===== src/rtl/vc_test_src_pkg.sv =====
// Shared encodings and helpers for the multi-lane random-delay test source.
package vc_test_src_pkg;

  typedef enum logic [1:0] {
    VC_SRC_MODE_RAND  = 2'd0,
    VC_SRC_MODE_FIXED = 2'd1,
    VC_SRC_MODE_ZERO  = 2'd2,
    VC_SRC_MODE_RSVD  = 2'd3
  } src_mode_e;

  typedef enum logic [1:0] {
    ST_INIT  = 2'd0,
    ST_DELAY = 2'd1,
    ST_SEND  = 2'd2,
    ST_DONE  = 2'd3
  } src_state_e;

  localparam logic [31:0] VC_SRC_LFSR_TAPS = 32'h8020_0003;
  localparam logic [31:0] VC_SRC_SEED_MIX  = 32'h9E37_79B9;

  function automatic logic [31:0] lfsr_step(input logic [31:0] s);
    return {1'b0, s[31:1]} ^ (s[0] ? VC_SRC_LFSR_TAPS : 32'h0);
  endfunction

  // A zero seed would lock the LFSR, so it is replaced by 1.
  function automatic logic [31:0] lane_seed(input logic [31:0] base, input int c);
    logic [31:0] s;
    s = base ^ (32'(c) * VC_SRC_SEED_MIX);
    return (s == 32'h0) ? 32'h1 : s;
  endfunction

endpackage


===== src/rtl/vc_test_rand_delay_multi_source_if.sv =====
// Per-lane val/rdy/msg bundle plus delay controls and status for the test source.
interface vc_test_rand_delay_multi_source_if #(
  parameter int p_msg_nbits = 64,
  parameter int p_num_chans = 4
);
  logic [31:0]                             max_delay;
  logic [1:0]                              mode;
  logic [p_num_chans-1:0]                  val;
  logic [p_num_chans-1:0]                  rdy;
  logic [p_num_chans-1:0][p_msg_nbits-1:0] msg;
  logic [p_num_chans-1:0]                  done;
  logic                                    all_done;
  logic [p_num_chans-1:0][31:0]            sent_count;

  modport master (
    input  max_delay, mode, rdy,
    output val, msg, done, all_done, sent_count
  );

  modport slave (
    output max_delay, mode, rdy,
    input  val, msg, done, all_done, sent_count
  );
endinterface


===== src/rtl/vc_test_rand_delay_lane.sv =====
// One source lane: delay draw, INIT/DELAY/SEND/DONE sequencing, LFSR and counters.
module vc_test_rand_delay_lane
  import vc_test_src_pkg::*;
#(
  parameter int          p_msg_nbits = 64,
  parameter int          p_num_msgs  = 1024,
  parameter logic [31:0] p_seed      = 32'h1,
  localparam int         AW          = (p_num_msgs > 1) ? $clog2(p_num_msgs) : 1
) (
  input  logic                   clk,
  input  logic                   reset,
  input  logic [1:0]             mode,
  input  logic [31:0]            max_delay,
  input  logic [AW:0]            num_msgs,
  input  logic [p_msg_nbits-1:0] data,
  input  logic                   rdy,
  output logic [AW-1:0]          idx,
  output logic                   val,
  output logic [p_msg_nbits-1:0] msg,
  output logic                   done,
  output logic [31:0]            sent_count
);

  src_state_e    state, state_nxt;
  logic [AW-1:0] idx_nxt;
  logic [31:0]   dly_cnt, dly_nxt, lfsr, lfsr_nxt, sent_nxt, draw;
  logic          take;

  // The delay is derived from the current LFSR value; the LFSR only steps when taken.
  always_comb begin
    unique case (mode)
      VC_SRC_MODE_RAND:  draw = 32'({1'b0, lfsr} % ({1'b0, max_delay} + 33'd1));
      VC_SRC_MODE_FIXED: draw = max_delay;
      default:           draw = 32'd0;
    endcase
  end

  always_comb begin
    state_nxt = state;
    idx_nxt   = idx;
    dly_nxt   = dly_cnt;
    sent_nxt  = sent_count;
    lfsr_nxt  = lfsr;
    take      = 1'b0;
    unique case (state)
      ST_INIT: begin
        if (num_msgs == '0) state_nxt = ST_DONE;
        else                take      = 1'b1;
      end
      ST_DELAY: begin
        dly_nxt = dly_cnt - 32'd1;
        if (dly_cnt == 32'd1) state_nxt = ST_SEND;
      end
      ST_SEND: begin
        if (rdy) begin
          sent_nxt = sent_count + 32'd1;
          idx_nxt  = idx + AW'(1);
          if (({1'b0, idx} + (AW+1)'(1)) == num_msgs) state_nxt = ST_DONE;
          else                                        take      = 1'b1;
        end
      end
      default: ;
    endcase
    if (take) begin
      lfsr_nxt = lfsr_step(lfsr);
      if (draw == 32'd0) begin
        state_nxt = ST_SEND;
      end else begin
        state_nxt = ST_DELAY;
        dly_nxt   = draw;
      end
    end
  end

  always_ff @(posedge clk or negedge reset) begin
    if (!reset) begin
      state      <= ST_INIT;
      idx        <= '0;
      dly_cnt    <= 32'd0;
      lfsr       <= p_seed;
      sent_count <= 32'd0;
    end else begin
      state      <= state_nxt;
      idx        <= idx_nxt;
      dly_cnt    <= dly_nxt;
      lfsr       <= lfsr_nxt;
      sent_count <= sent_nxt;
    end
  end

  assign val  = (state == ST_SEND);
  assign done = (state == ST_DONE);
  assign msg  = val ? data : '0;

endmodule


===== src/rtl/vc_test_rand_delay_multi_source.sv =====
// Multi-lane val/rdy test source: per-lane message stores feeding independent delay lanes.
module vc_test_rand_delay_multi_source
  import vc_test_src_pkg::*;
#(
  parameter int          p_msg_nbits = 64,
  parameter int          p_num_msgs  = 1024,
  parameter int          p_num_chans = 4,
  parameter logic [31:0] p_seed      = 32'hB7C9_1A3D
) (
  input logic                               clk,
  input logic                               reset,
  vc_test_rand_delay_multi_source_if.master bus
);

  localparam int AW = (p_num_msgs > 1)  ? $clog2(p_num_msgs)  : 1;
  localparam int CW = (p_num_chans > 1) ? $clog2(p_num_chans) : 1;

  // Storage survives reset; it is filled only through the tasks below.
  logic [p_msg_nbits-1:0] mem      [p_num_chans][p_num_msgs];
  logic [AW:0]            num_msgs [p_num_chans];

  task automatic load_msg(input int c, input int i, input logic [p_msg_nbits-1:0] value);
    mem[CW'(c)][AW'(i)] = value;
  endtask

  task automatic set_num_msgs(input int c, input int n);
    num_msgs[CW'(c)] = (AW+1)'(n);
  endtask

  for (genvar c = 0; c < p_num_chans; c++) begin : g_lane
    logic [AW-1:0] idx;

    vc_test_rand_delay_lane #(
      .p_msg_nbits (p_msg_nbits),
      .p_num_msgs  (p_num_msgs),
      .p_seed      (lane_seed(p_seed, c))
    ) u_lane (
      .clk        (clk),
      .reset      (reset),
      .mode       (bus.mode),
      .max_delay  (bus.max_delay),
      .num_msgs   (num_msgs[c]),
      .data       (mem[c][idx]),
      .rdy        (bus.rdy[c]),
      .idx        (idx),
      .val        (bus.val[c]),
      .msg        (bus.msg[c]),
      .done       (bus.done[c]),
      .sent_count (bus.sent_count[c])
    );
  end

  assign bus.all_done = &bus.done;

endmodule


===== src/flat_wrapper.sv =====
// flat-port wrapper written by rule: the top's interface ports become plain ports
module vc_test_rand_delay_multi_source_flat import vc_test_src_pkg::*;
#(
  parameter int          p_msg_nbits = 64,
  parameter int          p_num_msgs  = 1024,
  parameter int          p_num_chans = 4,
  parameter logic [31:0] p_seed      = 32'hB7C9_1A3D
)
  (clk, reset, bus_max_delay, bus_mode, bus_rdy, bus_val, bus_msg, bus_done, bus_all_done, bus_sent_count);
  vc_test_rand_delay_multi_source_if #(.p_msg_nbits(p_msg_nbits), .p_num_chans(p_num_chans)) bus_i ();
  input logic clk;
  input logic reset;
  input wire logic [$bits(bus_i.max_delay)-1:0] bus_max_delay;
  input wire logic [$bits(bus_i.mode)-1:0] bus_mode;
  input wire logic [$bits(bus_i.rdy)-1:0] bus_rdy;
  output wire logic [$bits(bus_i.val)-1:0] bus_val;
  output wire logic [$bits(bus_i.msg)-1:0] bus_msg;
  output wire logic [$bits(bus_i.done)-1:0] bus_done;
  output wire logic [$bits(bus_i.all_done)-1:0] bus_all_done;
  output wire logic [$bits(bus_i.sent_count)-1:0] bus_sent_count;
  assign bus_i.max_delay = bus_max_delay;
  assign bus_i.mode = bus_mode;
  assign bus_i.rdy = bus_rdy;
  assign bus_val = bus_i.val;
  assign bus_msg = bus_i.msg;
  assign bus_done = bus_i.done;
  assign bus_all_done = bus_i.all_done;
  assign bus_sent_count = bus_i.sent_count;
  vc_test_rand_delay_multi_source #(.p_msg_nbits(p_msg_nbits), .p_num_msgs(p_num_msgs), .p_num_chans(p_num_chans), .p_seed(p_seed)) u_core (.clk(clk), .reset(reset), .bus(bus_i));
endmodule

===== config.mk =====
export PLATFORM = sky130hd
export DESIGN_NAME = vc_test_rand_delay_multi_source_flat
export DESIGN_NICKNAME = d
export VERILOG_FILES = /design/src/rtl/vc_test_src_pkg.sv /design/src/rtl/vc_test_rand_delay_multi_source_if.sv /design/src/rtl/vc_test_rand_delay_lane.sv /design/src/rtl/vc_test_rand_delay_multi_source.sv /design/src/flat_wrapper.sv
export SDC_FILE = /design/constraint.sdc
export NUM_CORES = 1
export LEC_CHECK = 0
export CAP_MARGIN = 40
export CORE_UTILIZATION = 35
export DETAILED_ROUTE_END_ITERATION = 7
export GPL_TIMING_DRIVEN = 0
export MAX_ROUTING_LAYER = met4
export PLACE_DENSITY = 0.59
export SLEW_MARGIN = 40
export SYNTH_ARGS = -nofsm -noshare
export SYNTH_HDL_FRONTEND = slang
export SYNTH_SLANG_ARGS = --single-unit

===== constraint.sdc =====
create_clock -name clk -period 3.05 [get_ports clk]
set_input_delay 0.4575 -clock clk [delete_from_list [all_inputs] [get_ports clk]]
set_output_delay 0.4575 -clock clk [all_outputs]
set_load 0.05 [all_outputs]

==> metrics <==
Top Ports=433; Routed Antenna Nets=0; CORE AREA=39800 µm²; M1 GR Usage=18.8%; EDFF count, synth=0; register bit total from synthesis=264; final-report max-slew violation count=0; GP Congestion=0.819; clk sink count=264; largest net degree at the start of global routing=73; number of port buffers=142; Fmax=355 MHz; ant diodes=0; Clock Skew=9.71 ps; HP Class=in2async; Hold WS=457 ps; Tot GR Track Use=14.2%; HPWL after DPL=21400 µm; Yosys top cell area share=46.7%; synth cell count leaders=buf_4, dfrtp_1, xor2_1; first-pass GRT wire length=47800 µm; fill count=3779; worst setup margin=235 ps; TritonRoute pass-1 iters=7; leading area contributor after synthesis=dfrtp_1; vias per cell=4.30; nets@finish=1845; clock period minus final worst setup slack=2820 ps; via count=10000; Peak VDD IR=0.291 mV; die area=41200 µm²; critical path class=reg2out; CTS root buffer=clkbuf_16; Area growth, synth to finish=29.2%; FFs w/ async S/R, synth=100%; WP data required=2590 ps; initial antenna violation count=0; Iteration-0 DRC Markers=431; DR WL/cell=12.6 µm; drc violations=0; die width=203 µm; CTS buffer count=30; CP Launch Type=flop; Final Hold Viols=0; setup slack at placement=346 ps; CTS max path bufs=3; final instance area=18300 µm²; Post-Synthesis Cells=1360; max_slew headroom=46.7%; routed wire length=29300 µm; top_reg_cell synth=dfrtp_1; grt total ovfl=0; routing usage on met3=1.77%; cell area after placement=17300 µm²; num rows=73; CTS tree=built; power per cell area=443 nW/µm²; crit path DAT=2360 ps; Mapped Avg Cell Area=10.4 µm²; Starting Density=35.5%; Crit Path Max Fanout=10; Clock Latency Late Sink=550 ps; Final Cycle Share=92.3%; RSZ-0062 raised after global routing=no; clk slew on worst S/H paths=60 ps; vias in the first global route=9292; Yosys cell types=49; layout cells sized above 1=19.7%; worst slew pin tran=797 ps; Ys Warns=0; H-tree lvl count=1; Area contributors post-synth=dfrtp_1, buf_4, xor2_1; status=complete, no violations; GRT busiest layer=met2; final setup vio count=0; synthesized cell area=14100 µm²; CP endpoint kind=output pin; postcts setup bufs=0; Die Y=203 µm; register area share after synthesis=46.7%; grt met2 use=23.2%; Pleak=8.71 nW; final setup TNS=0 ps; max-cap check violation count=0
layer usage:
layer  routed length (µm)  part of all wire [%]
met1                13400                    46
met2                14300                    49
met3                 1230                   4.2
met4                  466                   1.6
met5                    0                     0
registers in the layout, indices dropped and copies added, names as in the netlist:
signal and flops:
u_core.g_lane.u_lane.state 8, u_core.g_lane.u_lane.dly_cnt 128, u_core.g_lane.u_lane.sent_count 128
cell usage in the layout (no fill, tap or decap), drive strengths merged, types with 3 or more instances in the layout:
master,instances
buf,276
dfrtp,264
conb,256
xor2,157
clkdlybuf4s50,140
xnor2,87
nor4,79
nand2,71
nor3,71
clkbuf,59
nand3,57
nor2,50
nand4,33
inv,28
or4,24
or3,17
and4,15
or2,14
ha,12
o21ai,11
and2,10
nand3b,9
and3,8
nand2b,7
nor2b,6
nand4b,6
clkinv,6
nor4b,5
mux2,4
nor3b,4
and4b,3
critical path, stage by stage, from the launching register on:
cell and delay, ps:
dfrtp_1 330, clkbuf_1 350, and2_1 230, buf_4 110, clkdlybuf4s50_1 780
layout make-up:
type | instances | area (µm²) | area share (%)
tap | 525 | 657 | 3.59
multi-input combinational | 1032 | 6310 | 34.5
timing repair buffer | 146 | 1520 | 8.32
buffer | 291 | 2100 | 11.5
sequential | 264 | 6610 | 36.1
inverter | 28 | 105 | 0.575
clock buffer | 40 | 880 | 4.81
clock inverter | 9 | 97.6 | 0.534
stage by stage:
stage          cells  power [W]  utilization [%]
4_1_cts         2335    0.00821             45.8
6_report        2335    0.00810             45.9
3_3_place_gp    2282    0.00459             43.1
5_1_grt         2335    0.00840             45.9
3_5_place_dp    2285    0.00460             43.4
2_1_floorplan   1615    0.00451                -
report_power, final:
group / leakage, nW / switching (W) / internal (W) / total [W]
sequential: 3.15 / 0 / 0.00350 / 0.00350
combinational: 5.08 / 0.000802 / 0.000243 / 0.00105
clock: 0.487 / 0.00139 / 0.00216 / 0.00355
total: 8.71 / 0.00219 / 0.00591 / 0.00810
kinds of logic after synthesis:
logic type	share of synthesized area [%]
and+or+nand+nor	20.4
xor gates and xnor gates	15.2
muxes	0.318
AOI/OAI and AO/OA	0.769
DFF	46.7
adders and majority gates	1.06
buffers and inverters	15.6
other	0.0265
path summary, 6_finish.rpt:
path,from,endpoint,slack (ps),depth (start not counted)
worst max register to register,u_core.g_lane[1].u_lane.dly_cnt[2],u_core.g_lane[1].u_lane.dly_cnt[25],750,5
min in group clk,u_core.g_lane[2].u_lane.dly_cnt[31],u_core.g_lane[2].u_lane.dly_cnt[31],460,1
worst min-delay path,reset,u_core.g_lane[2].u_lane.dly_cnt[7],460,2
worst max-delay path,u_core.g_lane[3].u_lane.state[0],bus_done[3],230,4
worst min register to register,u_core.g_lane[2].u_lane.dly_cnt[31],u_core.g_lane[2].u_lane.dly_cnt[31],460,1
max in group asynchronous,reset,u_core.g_lane[3].u_lane.sent_count[15],1500,4
repair_timing:
item,in CTS,in global routing
endpoints found under the setup margin,0,1
hold buffers,1,0
gates resized for setup,0,1
hold endpoints to repair,65,0
Power figures use the tool's default switching activity.
